### src/rtl/serial_fifo_ctrl.sv
// Buffered COM port: 16-entry RX/TX byte FIFOs behind a DATA/STATUS register pair,
// a level interrupt, and a TX launch FSM for the transmitter's start/busy handshake.
module serial_fifo_ctrl #(
    parameter int unsigned DEPTH_LOG2 = 4
) (
    input  logic        clk,
    input  logic        rst_n,
    input  logic        enable_i,
    input  logic        readEnable_i,
    input  logic        mode_i,
    input  logic [31:0] dataSave_i,
    output logic [31:0] dataLoad_o,
    output logic        int_o,
    input  logic        rxdReady_i,
    input  logic [7:0]  rxdData_i,
    input  logic        txdBusy_i,
    output logic        txdStart_o,
    output logic [7:0]  txdData_o
);

    localparam int unsigned Depth = 2 ** DEPTH_LOG2;
    localparam logic [DEPTH_LOG2:0]   CntFull = {1'b1, {DEPTH_LOG2{1'b0}}};
    localparam logic [DEPTH_LOG2:0]   CntOne  = (DEPTH_LOG2 + 1)'(1);
    localparam logic [DEPTH_LOG2-1:0] PtrOne  = DEPTH_LOG2'(1);

    typedef enum logic [1:0] {StIdle, StLaunch, StArmed, StDrain} tx_state_e;

    logic [7:0]            rx_mem [Depth];
    logic [7:0]            tx_mem [Depth];
    logic [DEPTH_LOG2-1:0] rx_wptr_q, rx_wptr_d, rx_rptr_q, rx_rptr_d;
    logic [DEPTH_LOG2-1:0] tx_wptr_q, tx_wptr_d, tx_rptr_q, tx_rptr_d;
    logic [DEPTH_LOG2:0]   rx_cnt_q, rx_cnt_d, tx_cnt_q, tx_cnt_d;
    logic                  overrun_q, overrun_d, rx_int_en_q, rx_int_en_d;
    logic                  enable_q, int_q;
    logic [31:0]           load_q, rd_value, status;
    tx_state_e             state_q;
    logic                  arm_cnt_q, txd_start_q;
    logic [7:0]            txd_data_q;

    logic access, rd_acc, wr_acc, status_wr;
    logic rx_empty, rx_full, tx_empty, tx_full;
    logic rx_pop, rx_push, rx_flush, overrun_set;
    logic tx_pop, tx_push, tx_flush;
    logic unused_data;

    assign unused_data = ^dataSave_i[31:8];

    always_comb begin
        access    = enable_i & ~enable_q;
        rd_acc    = access & readEnable_i;
        wr_acc    = access & ~readEnable_i;
        status_wr = wr_acc & mode_i;
        rx_empty  = (rx_cnt_q == '0);
        rx_full   = (rx_cnt_q == CntFull);
        tx_empty  = (tx_cnt_q == '0);
        tx_full   = (tx_cnt_q == CntFull);

        rx_flush    = status_wr & dataSave_i[1];
        tx_flush    = status_wr & dataSave_i[2];
        rx_pop      = rd_acc & ~mode_i & ~rx_empty;
        // A pop in the same cycle frees the slot a full-FIFO push needs
        rx_push     = rxdReady_i & (~rx_full | rx_pop) & ~rx_flush;
        overrun_set = rxdReady_i & rx_full & ~rx_pop & ~rx_flush;
        tx_pop      = (state_q == StIdle) & ~tx_empty & ~txdBusy_i;
        tx_push     = wr_acc & ~mode_i & (~tx_full | tx_pop);

        status                   = '0;
        status[0]                = ~tx_full;
        status[1]                = ~rx_empty;
        status[2]                = overrun_q;
        status[3]                = tx_empty & (state_q == StIdle);
        status[4]                = rx_int_en_q;
        status[8 +: DEPTH_LOG2+1] = rx_cnt_q;

        if (mode_i) begin
            rd_value = status;
        end else if (rx_empty) begin
            rd_value = '0;
        end else begin
            rd_value = {24'b0, rx_mem[rx_rptr_q]};
        end

        if (!enable_i) begin
            dataLoad_o = '0;
        end else if (access) begin
            dataLoad_o = rd_value;
        end else begin
            dataLoad_o = load_q;
        end
    end

    always_comb begin
        rx_wptr_d   = rx_push ? rx_wptr_q + PtrOne : rx_wptr_q;
        rx_rptr_d   = rx_pop ? rx_rptr_q + PtrOne : rx_rptr_q;
        rx_cnt_d    = rx_cnt_q;
        if (rx_push && !rx_pop) rx_cnt_d = rx_cnt_q + CntOne;
        if (!rx_push && rx_pop) rx_cnt_d = rx_cnt_q - CntOne;

        tx_wptr_d   = tx_push ? tx_wptr_q + PtrOne : tx_wptr_q;
        tx_rptr_d   = tx_pop ? tx_rptr_q + PtrOne : tx_rptr_q;
        tx_cnt_d    = tx_cnt_q;
        if (tx_push && !tx_pop) tx_cnt_d = tx_cnt_q + CntOne;
        if (!tx_push && tx_pop) tx_cnt_d = tx_cnt_q - CntOne;

        overrun_d = overrun_q;
        if (rd_acc && mode_i) overrun_d = 1'b0;
        if (overrun_set) overrun_d = 1'b1;
        rx_int_en_d = status_wr ? dataSave_i[0] : rx_int_en_q;

        if (rx_flush) begin
            rx_wptr_d = '0;
            rx_rptr_d = '0;
            rx_cnt_d  = '0;
            overrun_d = 1'b0;
        end
        // The FSM may still capture the head byte this cycle; it goes out regardless
        if (tx_flush) begin
            tx_wptr_d = '0;
            tx_rptr_d = '0;
            tx_cnt_d  = '0;
        end
    end

    always_ff @(posedge clk) begin
        if (rx_push) rx_mem[rx_wptr_q] <= rxdData_i;
        if (tx_push) tx_mem[tx_wptr_q] <= dataSave_i[7:0];
    end

    always_ff @(posedge clk or negedge rst_n) begin
        if (!rst_n) begin
            enable_q    <= 1'b0;
            load_q      <= '0;
            rx_wptr_q   <= '0;
            rx_rptr_q   <= '0;
            rx_cnt_q    <= '0;
            tx_wptr_q   <= '0;
            tx_rptr_q   <= '0;
            tx_cnt_q    <= '0;
            overrun_q   <= 1'b0;
            rx_int_en_q <= 1'b1;
            int_q       <= 1'b0;
        end else begin
            enable_q    <= enable_i;
            if (access) load_q <= rd_value;
            rx_wptr_q   <= rx_wptr_d;
            rx_rptr_q   <= rx_rptr_d;
            rx_cnt_q    <= rx_cnt_d;
            tx_wptr_q   <= tx_wptr_d;
            tx_rptr_q   <= tx_rptr_d;
            tx_cnt_q    <= tx_cnt_d;
            overrun_q   <= overrun_d;
            rx_int_en_q <= rx_int_en_d;
            int_q       <= (rx_int_en_q & ~rx_empty) | overrun_q;
        end
    end

    always_ff @(posedge clk or negedge rst_n) begin
        if (!rst_n) begin
            state_q     <= StIdle;
            arm_cnt_q   <= 1'b0;
            txd_start_q <= 1'b0;
            txd_data_q  <= '0;
        end else begin
            txd_start_q <= 1'b0;
            unique case (state_q)
                StIdle: begin
                    if (tx_pop) begin
                        txd_data_q  <= tx_mem[tx_rptr_q];
                        txd_start_q <= 1'b1;
                        state_q     <= StLaunch;
                    end
                end
                StLaunch: begin
                    arm_cnt_q <= 1'b0;
                    state_q   <= StArmed;
                end
                StArmed: begin
                    // Give up after two cycles so a dead transmitter cannot stall TX
                    if (txdBusy_i) begin
                        state_q <= StDrain;
                    end else if (arm_cnt_q) begin
                        state_q <= StIdle;
                    end else begin
                        arm_cnt_q <= 1'b1;
                    end
                end
                StDrain: begin
                    if (!txdBusy_i) state_q <= StIdle;
                end
                default: state_q <= StIdle;
            endcase
        end
    end

    assign int_o      = int_q;
    assign txdStart_o = txd_start_q;
    assign txdData_o  = txd_data_q;

endmodule

### config.mk
export PLATFORM = sky130hd
export DESIGN_NAME = serial_fifo_ctrl
export DESIGN_NICKNAME = d
export VERILOG_FILES = /design/src/rtl/serial_fifo_ctrl.sv
export SDC_FILE = /design/constraint.sdc
export NUM_CORES = 1
export LEC_CHECK = 0
export ABC_AREA = 1
export BUFFER_PORTS_ARGS = -buffer_cell sky130_fd_sc_hd__clkbuf_2
export CORE_MARGIN = 2
export CORE_UTILIZATION = 65
export DETAILED_ROUTE_END_ITERATION = 6
export PLACE_DENSITY = 0.83
export SETUP_SLACK_MARGIN = 0.15
export SLEW_MARGIN = 40
export SYNTH_ARGS = -nofsm -noshare
export SYNTH_HDL_FRONTEND = slang
export SYNTH_SLANG_ARGS = --single-unit
### constraint.sdc
create_clock -name clk -period 7 [get_ports clk]
set_input_delay 0.35 -clock clk [delete_from_list [all_inputs] [get_ports clk]]
set_output_delay 0.35 -clock clk [all_outputs]
set_load 0.02 [all_outputs]
==> qor.yml <==
core-area_um2: 20900
crit_type: "reg -> out"
async_flop_share: 0.224
drtPass1Iterations: 6
h-tree-depth: 1
avgSynthCellArea_um2: 11.5
final_common_cell: "edfxtp_1"
whs_ns: 0.113
vias: 9117
cap_violations: 0
clkLatencyLatePin_ns: 0.55
synth_compound_area_frac: 0.106
slew_violations: 0
gp_congestion: 0.836
required_ns: 6.65
synth_cell_types: 36
synth_seq_cells: 330
drc_errors: 0
rsz0062_at_grt: "no"
die_area_um2: 22300
yosys.area_share.simple: 0.124
setup_tns_ns: 0
p_total_mw: 5.78
setup_viol: 0
post-cts-setup-buffers: 0
seq_area_frac_synth: 0.694
tightest_slew_ns: 0.870
cp.arrival_ns: 3.27
drive_gt1_frac: 0.109
final_cells: 1539
synth_edf_count: 256
clkSinkCount: 330
netlist_area_um2: 13700
cts_buffers: 31
final_cell_area_um2: 15200
placedCellCount: 1481
ys.warnings.count: 0
synthMuxAreaShare: 0.0153
grt_antenna_before_repair: 0
grt_pass1_vias: 8772
outcome: "complete, no violations"
cts_resized: 0
clockBufferDepth: 3
io_buffers: 64
finalHoldViolCount: 0
diodes: 0
wl_per_cell_um: 19.1
crit_fanout: 41
fin_crit_sh: 0.517
final_nets: 1303
cts_tree: "done"
netlist_instances: 1193
leakage_nw: 5.88
synth_xor_xnor_area_share: 0.00382
ys.flop_type: "edfxtp_1"
period_needed_ns: 3.62
cts.reportedPaths.clkPinSlew_ns: 0.06
postPlaceCellArea_um2: 14200
drtIter0Drc: 925
peakVddDrop_v: 0.000271
die_y_um: 149
drtAntennaViolNets: 0
syn_to_final_growth_pct: 10.7
fmax_mhz: 276
num_rows: 53
syn_nets: 1256
slew_headroom: 0.419
grtUsageTotal: 0.265
die_x_um: 149
p_per_area_nw_per_um2: 380
min_path_type: "in -> reg"
routed_wl_um: 29300
grt_pass1_wl_um: 45500
grt_max_degree: 75
start_util: 0.658
via_per_inst: 5.92
clockRootBuffer: "clkbuf_16"
cp-start-kind: "register"
grt_overflow: 0
dpl.hpwl_um: 17800
ioPinCount: 89
synthAdderAreaFrac: 0.0151
worst_clock_skew_ns: 0.0109
critPathCaptureType: "output pin"
synth_top_family_by_area: "simple AND/OR/NAND/NOR gates"
final_cell_mix: "256 x edfxtp_1, 205 x nor2_1, 151 x nand2_1, 123 x o21ai_0, 80 x inv_1"
synth_stat cells (9+ instances only):
| master | number | area (µm²) |
|---|---|---|
| dfrtp_1 | 73 | 1830 |
| nand2_1 | 151 | 567 |
| edfxtp_1 | 256 | 7690 |
| o21ai_0 | 123 | 616 |
| clkbuf_1 | 39 | 146 |
| inv_2 | 9 | 33.8 |
| inv_1 | 80 | 300 |
| nand3_1 | 53 | 265 |
| buf_2 | 15 | 75.1 |
| o21ai_1 | 22 | 110 |
| o211ai_1 | 30 | 225 |
| ha_1 | 15 | 188 |
| nor2_1 | 206 | 773 |
| o221ai_1 | 20 | 175 |
| a21oi_1 | 27 | 135 |
| mux2i_1 | 21 | 210 |
| o22ai_1 | 19 | 119 |
registers in the layout (all words and copies together), names as in the netlist:
signal / cells
tx_cnt_q: 5
rx_mem: 128
rx_cnt_q: 5
enable_q: 1
tx_rptr_q: 4
arm_cnt_q: 1
tx_mem: 128
txdStart_o: 1
rx_wptr_q: 4
rx_rptr_q: 4
tx_wptr_q: 4
state_q: 2
load_q: 32
overrun_q: 1
txdData_o: 8
rx_int_en_q: 1
int_o: 1
where the power goes:
group / internal (mW) / total [mW] / switching (mW) / leakage [nW]
Clock: 0.903 / 1.60 / 0.693 / 0.477
Sequential: 2.32 / 2.49 / 0.162 / 3.25
Combinational: 0.514 / 1.70 / 1.18 / 2.16
what timing repair did:
action,CTS,global route
endpoints found under the setup margin,0,0
hold buffers,1,0
hold endpoints to repair,73,0
metrics by stage:
stage                     setup WS (ns)  utilization
after floorplan                    4.73            -
after global placement             3.27        0.681
after detailed placement           3.22        0.681
after CTS                          3.46        0.728
after global routing               3.23        0.728
final                              3.38        0.728
path summary, 6_finish.rpt:
check	startpoint	to	slack [ns]	cells past startpoint
worst min register to register	load_q[7]	load_q[7]	0.48	2
worst max-delay path	rx_rptr_q[1]	dataLoad_o[1]	3.38	9
max in group asynchronous	rst_n	rx_rptr_q[0]	6.11	2
worst max register to register	tx_rptr_q[0]	txdData_o[6]	3.74	7
worst min-delay path	rxdReady_i	overrun_q	0.11	3
min in group asynchronous	rst_n	arm_cnt_q	0.38	2
final cells by class:
type / count / area (µm²)
clock inverters: 18 / 136
clock buffers: 39 / 826
multi-input cells: 715 / 3630
repair buffers: 71 / 382
flip-flops and latches: 330 / 9540
well taps: 275 / 344
fillers: 1294 / 5680
inverters: 91 / 344
metal layers:
metal | GRT usage | share of wire
met2 | 0.466 | 0.52
met5 | 0 | 0
met3 | 0.0287 | 0.071
met4 | 0.0729 | 0.024
met1 | 0.354 | 0.39
worst max-delay path, stage by stage (launching register included):
cell      delay [ns]
dfrtp_1         0.38
buf_4           0.27
inv_1           0.69
o21ai_0         0.22
o211ai_1        0.40
nand3_1         0.12
nand3_1         0.11
nand3_1         0.09
a21oi_1         0.21
clkbuf_2        0.20
kinds of logic after synthesis:
kind of cell,count (synthesis)
buffers and inverters,148
adders and majority gates,16
muxes,21
AOI/OAI and AO/OA,250
xor gates and xnor gates,6
and+or+nand+nor,422
DFF,330
(Power assumes the default switching activity.)
